--- src/rtl/fifo_wr_arbiter.sv ---
// Round-robin arbiter sharing one FIFO write port between NUM_REQ producers.
// A grant is held for a whole packet (until last) or until MAX_BURST beats have moved.
module fifo_wr_arbiter #(
    parameter int unsigned NUM_REQ        = 4,
    parameter int unsigned BITWIDTH       = 64,
    parameter int unsigned MAX_BURST      = 16,
    parameter int unsigned REQ_BITWIDTH   = $clog2(NUM_REQ),
    parameter int unsigned BURST_BITWIDTH = $clog2(MAX_BURST + 1)
) (
    input  logic                          clk,
    input  logic                          rst_n,
    input  logic [NUM_REQ-1:0]            req_valid_i,
    input  logic [NUM_REQ*BITWIDTH-1:0]   req_data_i,
    input  logic [NUM_REQ-1:0]            req_last_i,
    output logic [NUM_REQ-1:0]            req_ready_o,
    input  logic                          fifo_full_i,
    output logic                          fifo_wr_o,
    output logic [BITWIDTH-1:0]           fifo_data_o,
    output logic [NUM_REQ-1:0]            grant_o,
    output logic [REQ_BITWIDTH-1:0]       grant_id_o,
    output logic [BURST_BITWIDTH-1:0]     beat_cnt_o,
    output logic                          burst_err_o
);

    typedef enum logic [0:0] {StIdle, StGrant} state_e;

    localparam logic [BURST_BITWIDTH-1:0] MaxBurstCnt = BURST_BITWIDTH'(MAX_BURST);
    localparam logic [REQ_BITWIDTH-1:0]   LastReq     = REQ_BITWIDTH'(NUM_REQ - 1);

    state_e                    state_q, state_d;
    logic [REQ_BITWIDTH-1:0]   rr_ptr_q, rr_ptr_d;
    logic [REQ_BITWIDTH-1:0]   grant_id_q, grant_id_d;
    logic [NUM_REQ-1:0]        grant_q, grant_d;
    logic [BURST_BITWIDTH-1:0] beat_cnt_q, beat_cnt_d;
    logic                      burst_err_q, burst_err_d;

    logic                      arb_found;
    logic [REQ_BITWIDTH-1:0]   arb_id;
    logic                      granted;
    logic                      cur_valid;
    logic                      cur_last;
    logic                      transfer;
    logic [BURST_BITWIDTH-1:0] beat_cnt_inc;
    logic                      burst_hit;

    // Two descending passes: the lowest valid index at/after rr_ptr wins, otherwise the
    // lowest valid index below rr_ptr. Equivalent to a modulo scan without any wrap math.
    always_comb begin
        arb_found = 1'b0;
        arb_id    = '0;
        for (int j = int'(NUM_REQ) - 1; j >= 0; j--) begin
            if (req_valid_i[j] && (REQ_BITWIDTH'(j) < rr_ptr_q)) begin
                arb_found = 1'b1;
                arb_id    = REQ_BITWIDTH'(j);
            end
        end
        for (int j = int'(NUM_REQ) - 1; j >= 0; j--) begin
            if (req_valid_i[j] && (REQ_BITWIDTH'(j) >= rr_ptr_q)) begin
                arb_found = 1'b1;
                arb_id    = REQ_BITWIDTH'(j);
            end
        end
    end

    assign granted      = (state_q == StGrant);
    assign cur_valid    = req_valid_i[grant_id_q];
    assign cur_last     = req_last_i[grant_id_q];
    assign transfer     = granted & cur_valid & ~fifo_full_i;
    assign beat_cnt_inc = beat_cnt_q + 1'b1;
    assign burst_hit    = (beat_cnt_inc == MaxBurstCnt);

    always_comb begin
        req_ready_o = '0;
        fifo_wr_o   = transfer;
        fifo_data_o = '0;
        if (granted) begin
            req_ready_o[grant_id_q] = ~fifo_full_i;
            fifo_data_o             = req_data_i[grant_id_q*BITWIDTH +: BITWIDTH];
        end
    end

    always_comb begin
        state_d     = state_q;
        rr_ptr_d    = rr_ptr_q;
        grant_id_d  = grant_id_q;
        grant_d     = grant_q;
        beat_cnt_d  = beat_cnt_q;
        burst_err_d = burst_err_q;
        unique case (state_q)
            StIdle: begin
                if (arb_found) begin
                    state_d    = StGrant;
                    grant_id_d = arb_id;
                    grant_d    = NUM_REQ'(1) << arb_id;
                end
            end
            StGrant: begin
                if (transfer) begin
                    beat_cnt_d = beat_cnt_inc;
                    if (cur_last || burst_hit) begin
                        state_d    = StIdle;
                        grant_d    = '0;
                        beat_cnt_d = '0;
                        rr_ptr_d   = (grant_id_q == LastReq) ? '0 : grant_id_q + 1'b1;
                        // Last on the limit beat is a clean end of packet.
                        if (!cur_last) begin
                            burst_err_d = 1'b1;
                        end
                    end
                end
            end
            default: state_d = StIdle;
        endcase
    end

    always_ff @(posedge clk or negedge rst_n) begin
        if (!rst_n) begin
            state_q     <= StIdle;
            rr_ptr_q    <= '0;
            grant_id_q  <= '0;
            grant_q     <= '0;
            beat_cnt_q  <= '0;
            burst_err_q <= 1'b0;
        end else begin
            state_q     <= state_d;
            rr_ptr_q    <= rr_ptr_d;
            grant_id_q  <= grant_id_d;
            grant_q     <= grant_d;
            beat_cnt_q  <= beat_cnt_d;
            burst_err_q <= burst_err_d;
        end
    end

    assign grant_o     = grant_q;
    assign grant_id_o  = grant_id_q;
    assign beat_cnt_o  = beat_cnt_q;
    assign burst_err_o = burst_err_q;

endmodule

--- config.mk ---
export PLATFORM = sky130hd
export DESIGN_NAME = fifo_wr_arbiter
export DESIGN_NICKNAME = d
export VERILOG_FILES = /design/src/rtl/fifo_wr_arbiter.sv
export SDC_FILE = /design/constraint.sdc
export NUM_CORES = 1
export LEC_CHECK = 0
export ABC_CLOCK_PERIOD_IN_PS = 2100
export CORE_AREA = 2 2 133 135
export CTS_BUF_LIST = sky130_fd_sc_hd__clkbuf_16
export CTS_CLUSTER_DIAMETER = 50
export DETAILED_ROUTE_END_ITERATION = 16
export DIE_AREA = 0 0 135 137
export PLACE_DENSITY_LB_ADDON = 0.1
export REMOVE_ABC_BUFFERS = 1
export SYNTH_ARGS = -nofsm -noshare
export SYNTH_HDL_FRONTEND = slang
export SYNTH_SLANG_ARGS = --single-unit
export TNS_END_PERCENT = 30
--- constraint.sdc ---
create_clock -name clk -period 2.1 [get_ports clk]
set_input_delay 0.63 -clock clk [delete_from_list [all_inputs] [get_ports clk]]
set_output_delay 0.63 -clock clk [all_outputs]
set_load 0.05 [all_outputs]
# Yosys cells after proc, flatten, opt, wreduce, memory -nomap -nowiden
# Cells that the tools add are included.
dict set report totals {
  regBits 15
  in_bits 267
  out_inout_bits 81
  elab_cells 80
}
dict set report classes {
  addsub 2
  order_cmp 10
  eq_ne 5
  shift 2
  mux 34
  bitwise_logic 6
  reduce_logical 15
}
# operator count
set ops {}
lappend ops {{256-bit by 9-bit indexed part select with 64-bit output} 1}
lappend ops {{64-bit two-way mux} 1}
lappend ops {{2-bit two-way mux} 9}
lappend ops {{4-bit two-way mux} 4}
lappend ops {{1-bit two-way mux} 14}
lappend ops {{1-bit logical AND} 9}
lappend ops {{4-bit case mux with 2 select lines} 1}
lappend ops {{3-bit AND reduction} 2}
lappend ops {{5-bit by 1-bit adder with 5-bit output, second input constant} 1}
lappend ops {{5-bit == test, second input constant} 1}
lappend ops {{5-bit two-way mux} 1}
lappend ops {{4-bit bitwise AND} 1}
lappend ops {{1-bit binary-select mux with 2-bit select} 2}
lappend ops {{1-bit by 2-bit greater-or-equal comparator with 1-bit output, first input constant} 2}
lappend ops {{2-bit greater-or-equal comparator, first input constant} 2}
lappend ops {{1-bit by 2-bit < comparator with 1-bit output, first input constant} 2}
lappend ops {{2-bit < comparator, first input constant} 2}
lappend ops {{2-bit != test, second input constant} 2}
lappend ops {{2-bit AND reduction} 2}
lappend ops {{4-bit AND reduction} 1}
lappend ops {{1-bit by 2-bit << shifter with 4-bit output, first input constant} 1}
lappend ops {{2-bit by 3-bit < comparator with 1-bit output, second input constant} 1}
lappend ops {{1-bit inverter} 3}
lappend ops {{2-bit by 1-bit adder with 2-bit output, second input constant} 1}
lappend ops {{other kinds (7)} 8}

# Longest topological paths before layout
# Gate-level depths: netlist (run 1).
dict set report depth {
  word_depth 13
  mapped_depth 6
  ltp_nobuf 5
}

# Worst setup path before layout (run 1)
# No wires, ideal clock.
dict set report synth_timing {
  path_type {register -> output}
  start {register grant_id_q[0] (netlist: grant_id_o[0])}
  end {output port fifo_data_o[46]}
  arrival_ns 2.189
  t_required_ns 1.470
  slack_ns -0.719
  stages_incl_launch_ff 6
  path_buffers 3
  cell_sequence {dfrtp_1 -> buf_6 -> buf_4 -> buf_2 -> mux4_2 -> and2_1}
}
dict set report synth_between {
  elab_chain_len 2
}
# item line
set synth_rtl {}
lappend synth_rtl {{start, declared} 32} ;# logic [REQ_BITWIDTH-1:0] grant_id_q, grant_id_d;
lappend synth_rtl {{start signal, assigned} 127} ;# grant_id_q <= grant_id_d;
lappend synth_rtl {{256-bit by 9-bit indexed part select with 64-bit output} 78} ;# fifo_data_o = req_data_i[grant_id_q*BITWIDTH +: BITWIDTH];
lappend synth_rtl {{64-bit two-way mux} 76} ;# if (granted) begin
lappend synth_rtl {{end, declared} 18} ;# output logic [BITWIDTH-1:0] fifo_data_o,
# Every way passes these cells.

# Worst setup path after layout (run 1)
dict set report layout_timing {
  start {register grant_id_q[0] (netlist: grant_id_o[0])}
  end {output port fifo_data_o[32]}
}
# The elaborated chain is that of the path after synthesis.

==> Flow_metrics.wiki, run 1 <==
{| class="wikitable"
! Metric !! Value
|-
| Outcome || finished, violations left
|-
| Violated checks || negative setup slack
|-
| Count of buffer and inverter cells on the critical path || 3
|-
| Number of global-route vias before repair || 3835
|-
| TritonCTS clock tree || yes
|-
| Global-route usage over all layers || 0.179
|-
| Min cycle time layout || 2480 ps
|-
| DR DRC count || 0
|-
| Hold WC Path Type || flop to flop
|-
| Skew-Pair Late Insertion Delay || 250 ps
|-
| Remaining number of nets flagged by the antenna check after routing || 0
|-
| Layout cells sized above 1 || 0.439
|-
| Number of synthesized flops with an enable pin || 0
|-
| Layout Skew || 2.32 ps
|-
| Highest Clock Rate || 0.402 GHz
|-
| Synth async-reset ratio || 1.00
|-
| Leading area contributor after synthesis || mux4_2
|-
| Post-synthesis instance area || 2840 sq um
|-
| DP Cell Count || 814
|-
| Maximum number of pins on one net before global-route repair || 40
|-
| H-tree level count || 1
|-
| Die extent in x || 135 um
|-
| Violation count after the first detailed-routing iteration || 87
|-
| Critical-path maximum fanout || 6
|-
| DP Area || 6590 sq um
|-
| Total of warnings raised by yosys || 0
|-
| Crit-path cells || buf_4 > buf_12 > mux4_2 > and2_4 > buf_8
|-
| Post-placement setup slack || -497 ps
|-
| Portion of the post-synthesis area used by sequential elements || 0.132
|-
| Filler cell count || 1659
|-
| Fraction of post-synthesis cell area in the top cell type by area || 0.524
|-
| Area grow syn2layout || 164%
|-
| Number of unique standard cell types used by synthesis || 37
|-
| Max_slew headroom || 0.680
|-
| Flip-flop and latch count after synthesis || 15
|-
| Sort of element at the start of the critical path || flop
|-
| Number of vias per cell after detailed routing || 4.50
|-
| Cells after Synth || 242
|-
| Share of the clock period used by the worst path || 1.18
|-
| Floorplan die height || 137 um
|-
| Final setup vio count || 70
|-
| Wire length of the first global-routing pass || 24700 um
|-
| Ys flop type || dfrtp_1
|-
| Worst hold slack || 495 ps
|-
| Clock-pin slew on the worst setup and hold paths || 50 ps
|-
| Clk Tree Root Cell || clkbuf_16
|-
| Overall overflow remaining after global route || 0
|-
| Top Family by Delay on Critical Path || flip-flops
|-
| Number of iterations in the first detailed-routing pass || 4
|-
| Deepest clock path buffer count || 2
|-
| Detailed-route via count || 3763
|-
| Wirelength per Cell || 22.1 um
|-
| Tightest Pin Transition || 480 ps
|-
| Layout Cell Area excl Fill || 7490 sq um
|-
| Number of buffers inserted by port buffering || 347
|-
| Non-Filler Instances || 836
|-
| Most area-consuming cells after synthesis || mux4_2, and2_1, dfrtp_1, ha_1, buf_2
|-
| Final-report hold violation count || 0
|-
| Max IR drop VDD || 0.916 mV
|-
| Number of standard-cell rows in the floorplan || 48
|-
| Max-slew violations || 0
|-
| Critical path endpoint category || primary output
|-
| Worst reg2reg setup slack || -40 ps
|-
| Routability-driven placement congestion ratio || 0.850
|-
| Cell type of the slowest stage on the worst timing path || dfrtp_4
|-
| Combined area of the multi-input logic cells || 2510 sq um
|-
| Data arrival time at the worst-slack endpoint || 1850 ps
|-
| Initial antenna violation count || 12
|-
| Commonest cells post-synth || and2_1, mux4_2, dfrtp_1
|-
| Count of maximum capacitance violations || 0
|-
| Required time of the critical path || 1470 ps
|-
| Pwr Density || 1470 nW/um^2
|-
| Fin worst setup slack || -385 ps
|-
| Post-detail-place hpwl || 15000 um
|-
| Leading cell type by number of instances after synthesis || and2_1
|-
| Ports placed on the boundary || 348
|-
| Unrepaired setup endpoints after global routing || true
|-
| TritonCTS Buffers || 3
|-
| Leakage component of the power || 3.20 nW
|-
| Maximum cell stage delay along the critical path || 510 ps
|-
| Starting density of the core || 0.166
|-
| Kind of critical path || flop to primary output
|-
| Sequential cell area || 384 sq um
|-
| Core Footprint || 17100 sq um
|-
| Avg Cell Area, Syn || 11.7 sq um
|-
| Layout Nets || 877
|-
| CTS Sinks || 15
|-
| Sum of routed wire length over all layers || 18500 um
|-
| Die area || 18500 sq um
|}
## worst paths after layout
| check | start | to | depth (start not counted) |
|---|---|---|---|
| max | grant_id_o[0] | fifo_data_o[32] | 5 |
| min | burst_err_o | burst_err_o | 1 |
| max reg2reg | grant_id_o[0] | rr_ptr_q[1] | 7 |
| min reg2reg | burst_err_o | burst_err_o | 1 |
| max in group asynchronous | rst_n | grant_id_o[0] | 2 |
| min in group asynchronous | rst_n | grant_o[3] | 2 |
## logic make-up after synthesis
logic type               count (synthesis)  share of synthesized area
multiplexers                            67                      0.529
buffers and inverters                   33                     0.0529
AND/OR/NAND/NOR                         96                      0.201
adder cells (fa/ha/maj)                  5                     0.0221
flip-flops                              15                      0.132
AO/OA/AOI/OAI                           24                     0.0565
XOR/XNOR                                 2                    0.00618
## worst register-to-register path: cells and delay by family (launching register included)
| family | cells | cell delay [ps] |
|---|---|---|
| muxes | 2 | 780 |
| DFF | 1 | 510 |
| buffers and inverters | 3 | 450 |
| AOI/OAI and AO/OA | 1 | 220 |
| and+or+nand+nor | 1 | 70 |
## sequential cells by signal (all words and copies together), names as in the netlist
signal / count
beat_cnt_o: 5
grant_o: 4
grant_id_o: 2
rr_ptr_q: 2
burst_err_o: 1
granted: 1
## where the power goes
| part | switching [mW] | total [mW] | internal, mW | leakage [nW] |
|---|---|---|---|---|
| Combinational | 5.14 | 10.1 | 4.92 | 2.97 |
| Sequential | 0.135 | 0.550 | 0.415 | 0.187 |
| Clock | 0.124 | 0.377 | 0.253 | 0.0423 |
## routing by layer
layer	global-route usage	routed length, um
met5	0	72
met4	0.0434	255
met3	0.0615	1660
met2	0.333	10000
met1	0.194	6460
## cell type report
cell class	count	area share
Clock buffer	3	0.0100
Antenna cell	7	0.00234
Timing Repair Buffer	382	0.559
Multi-Input combinational cell	194	0.335
Clock inverter	1	0.000501
Inverter	9	0.00451
Sequential cell	15	0.0513
Tap cell	225	0.0376
## stage by stage
| stage | TNS (ps) | util | power (mW) |
|---|---|---|---|
| after floorplan | -206240 | - | 5.56 |
| after global placement | -27070 | 0.386 | 8.63 |
| after detailed placement | -28170 | 0.386 | 8.65 |
| after CTS | -25050 | 0.416 | 10.4 |
| after global routing | -27060 | 0.439 | 11.5 |
| final | -23410 | 0.439 | 11.0 |
## cell usage in the layout, fill, tap and decap left out, types with 2 or more instances in the layout
master | Yosys | final
nor2_1 | 3 | 3
ha_1 | 5 | 4
a21oi_1 | 3 | 2
buf_8 | 0 | 28
diode_2 | 0 | 7
dfrtp_1 | 15 | 12
clkbuf_16 | 0 | 8
nand2b_1 | 2 | 2
dfrtp_4 | 0 | 2
buf_12 | 0 | 13
and2_4 | 0 | 66
buf_6 | 1 | 38
dlymetal6s2s_1 | 0 | 22
nor3_1 | 2 | 2
o21ai_1 | 2 | 4
o21ai_0 | 7 | 5
nand2_1 | 10 | 10
mux4_2 | 66 | 66
buf_16 | 0 | 2
dlygate4sd2_1 | 0 | 37
xor2_1 | 2 | 2
inv_1 | 9 | 10
clkdlybuf4s50_1 | 0 | 207
buf_4 | 2 | 30
a32o_1 | 2 | 2
and2_1 | 69 | 3
## repair_timing
action | CTS | global route
hold buffers | 0 | 0
gates cloned | 0 | 6
pin swaps | 1 | 1
buffers inserted | 0 | 5
gates resized for setup | 182 | 59
endpoints found under the setup margin | 82 | 82
(Power assumes the default switching activity.)
==> inputs of run 2 (changes only) <==
--- a/config.mk
+++ b/config.mk
@@ -5,7 +5,6 @@
 export SDC_FILE = /design/constraint.sdc
 export NUM_CORES = 1
 export LEC_CHECK = 0
-export ABC_CLOCK_PERIOD_IN_PS = 2100
 export CORE_AREA = 2 2 133 135
 export CTS_BUF_LIST = sky130_fd_sc_hd__clkbuf_16
 export CTS_CLUSTER_DIAMETER = 50
@@ -13,6 +12,7 @@
 export DIE_AREA = 0 0 135 137
 export PLACE_DENSITY_LB_ADDON = 0.1
 export REMOVE_ABC_BUFFERS = 1
+export SLEW_MARGIN = 15
 export SYNTH_ARGS = -nofsm -noshare
 export SYNTH_HDL_FRONTEND = slang
 export SYNTH_SLANG_ARGS = --single-unit
==> results of run 2 <==
Same layout as run 1: the final DEF is identical, and so are final timing and power.
==> inputs of run 3 (changes only) <==
--- a/config.mk
+++ b/config.mk
@@ -10,9 +10,10 @@
 export CTS_CLUSTER_DIAMETER = 50
 export DETAILED_ROUTE_END_ITERATION = 16
 export DIE_AREA = 0 0 135 137
+export GPL_TIMING_DRIVEN = 0
 export PLACE_DENSITY_LB_ADDON = 0.1
 export REMOVE_ABC_BUFFERS = 1
-export SLEW_MARGIN = 15
+export SLEW_MARGIN = 20
 export SYNTH_ARGS = -nofsm -noshare
 export SYNTH_HDL_FRONTEND = slang
 export SYNTH_SLANG_ARGS = --single-unit
==> run 3 against run 2 <==
Effect of this change: the run still ends with negative setup slack left; count of clock-buffer cells in the layout did not move; worst setup slack got worse by 29 ps; critical endpoint is now fifo_data_o[60]; largest cell class unchanged; highest routed layer unchanged; combinational power barely moved; largest power group unchanged; utilization rose by 0.15 points; via count fell by 0.66%; sequential power rose by 7.5%.
==> Flow_metrics.wiki, run 3 (synthesis gave the netlist of run 1 again) <==
{| class="wikitable"
! Metric !! Value
|-
| Combined area of the multi-input logic cells || 2520 sq um
|-
| TritonCTS Buffers || 3
|-
| Sum of routed wire length over all layers || 19100 um
|-
| Remaining number of nets flagged by the antenna check after routing || 0
|-
| Skew-Pair Late Insertion Delay || 250 ps
|-
| Floorplan die height || 137 um
|-
| H-tree level count || 1
|-
| Most common cell after layout, fill and taps aside || clkdlybuf4s50_1
|-
| Fin worst setup slack || -414 ps
|-
| Maximum number of pins on one net before global-route repair || 41
|-
| Die extent in x || 135 um
|-
| Clk Tree Root Cell || clkbuf_16
|-
| Final setup vio count || 74
|-
| Final-report hold violation count || 0
|-
| Critical path endpoint category || primary output
|-
| Non-Filler Instances || 833
|-
| Share of the clock period used by the worst path || 1.20
|-
| Post-detail-place hpwl || 14400 um
|-
| Hold WC Path Type || flop to flop
|-
| Pwr Density || 1490 nW/um^2
|-
| Starting density of the core || 0.166
|-
| Max-slew violations || 0
|-
| Tot Pwr || 11.2 mW
|-
| Critical-path maximum fanout || 7
|-
| Global-route usage over all layers || 0.186
|-
| Violated checks || negative setup slack
|-
| Highest Clock Rate || 0.398 GHz
|-
| Layout Skew || 1.40 ps
|-
| Filler cell count || 1646
|-
| Deepest clock path buffer count || 2
|-
| Ports placed on the boundary || 348
|-
| Unrepaired setup endpoints after global routing || true
|-
| Required time of the critical path || 1470 ps
|-
| Sequential cell area || 387 sq um
|-
| DR DRC count || 0
|-
| Data arrival time at the worst-slack endpoint || 1880 ps
|-
| Number of standard-cell rows in the floorplan || 48
|-
| Overall overflow remaining after global route || 0
|-
| Outcome || finished, violations left
|-
| Number of vias per cell after detailed routing || 4.49
|-
| Tightest Pin Transition || 734 ps
|-
| Violation count after the first detailed-routing iteration || 102
|-
| CTS Hold Buffers Added || 0
|-
| Min cycle time layout || 2510 ps
|-
| Layout cells sized above 1 || 0.420
|-
| CTS Sinks || 15
|-
| Flip-flop count of the largest register after layout || 5
|-
| Number of iterations in the first detailed-routing pass || 6
|-
| Routability-driven placement congestion ratio || 0.797
|-
| Worst hold slack || 479 ps
|-
| Initial antenna violation count || 7
|-
| Leakage component of the power || 3.00 nW
|-
| Max IR drop VDD || 0.661 mV
|-
| Number of global-route vias before repair || 3808
|-
| Area grow syn2layout || 165%
|-
| Count of maximum capacitance violations || 0
|-
| Wirelength per Cell || 22.9 um
|-
| Number of buffers inserted by port buffering || 347
|-
| Most frequent cells in the layout || clkdlybuf4s50_1, mux4_2, and2_4, buf_6, dlygate4sd2_1
|-
| Kind of critical path || flop to primary output
|-
| Die area || 18500 sq um
|-
| Max_slew headroom || 0.509
|-
| Detailed-route via count || 3738
|-
| Post-placement setup slack || -1160 ps
|-
| Core Footprint || 17100 sq um
|-
| Sort of element at the start of the critical path || flop
|-
| TritonCTS clock tree || yes
|-
| Wire length of the first global-routing pass || 25500 um
|-
| Clock-pin slew on the worst setup and hold paths || 50 ps
|-
| Layout Nets || 878
|-
| DP Cell Count || 794
|}
run 3: final timing paths:
check,startpoint,to,slack [ps],depth (start not counted)
max in group asynchronous,rst_n,grant_id_o[0],740,1
min,burst_err_o,burst_err_o,480,1
min in group asynchronous,rst_n,grant_o[0],820,1
max reg2reg,grant_id_o[0],rr_ptr_q[1],-140,7
max,grant_id_o[0],fifo_data_o[60],-410,5
min reg2reg,burst_err_o,burst_err_o,480,1
run 3: routing by layer:
layer,vias up,track usage,wire length (um)
met3,17,0.0537,1610
met1,1878,0.214,7020
met2,148,0.349,10300
met5,-,0,57
li1,1687,-,-
met4,8,0.0260,106
run 3: final cells by class:
cell class,instances,area share
well taps,225,0.0374
inverters,9,0.00516
clock buffers,3,0.00998
diodes,3,0.000998
flip-flops and latches,15,0.0514
repair buffers,383,0.560
clock inverters,1,0.000499
multi-input cells,194,0.335
run 3: per-stage QoR:
stage / TNS, ps / utilization / instance area (sq um)
2_1_floorplan: -206240 / - / 2720
3_3_place_gp: -316390 / 0.380 / 6470
3_5_place_dp: -72700 / 0.386 / 6580
4_1_cts: -27640 / 0.420 / 7160
5_1_grt: -29670 / 0.441 / 7510
6_report: -25410 / 0.441 / 7520
run 3: what timing repair did:
item	CTS	global route
gates resized for setup	540	81
pin swaps	3	7
setup buffers	19	5
endpoints found under the setup margin	88	83
gates cloned	6	3
run 3: power breakdown:
group | internal (mW) | switching (mW) | leakage [nW]
logic | 5.00 | 5.22 | 2.77
clock network | 0.252 | 0.116 | 0.0423
registers | 0.418 | 0.173 | 0.188
run 3: worst max-delay path, cell delays in order, from the launching register on:
cell and delay (ps):
dfrtp_4 510, buf_6 150, clkbuf_16 150, mux4_2 490
and2_4 170, buf_8 140
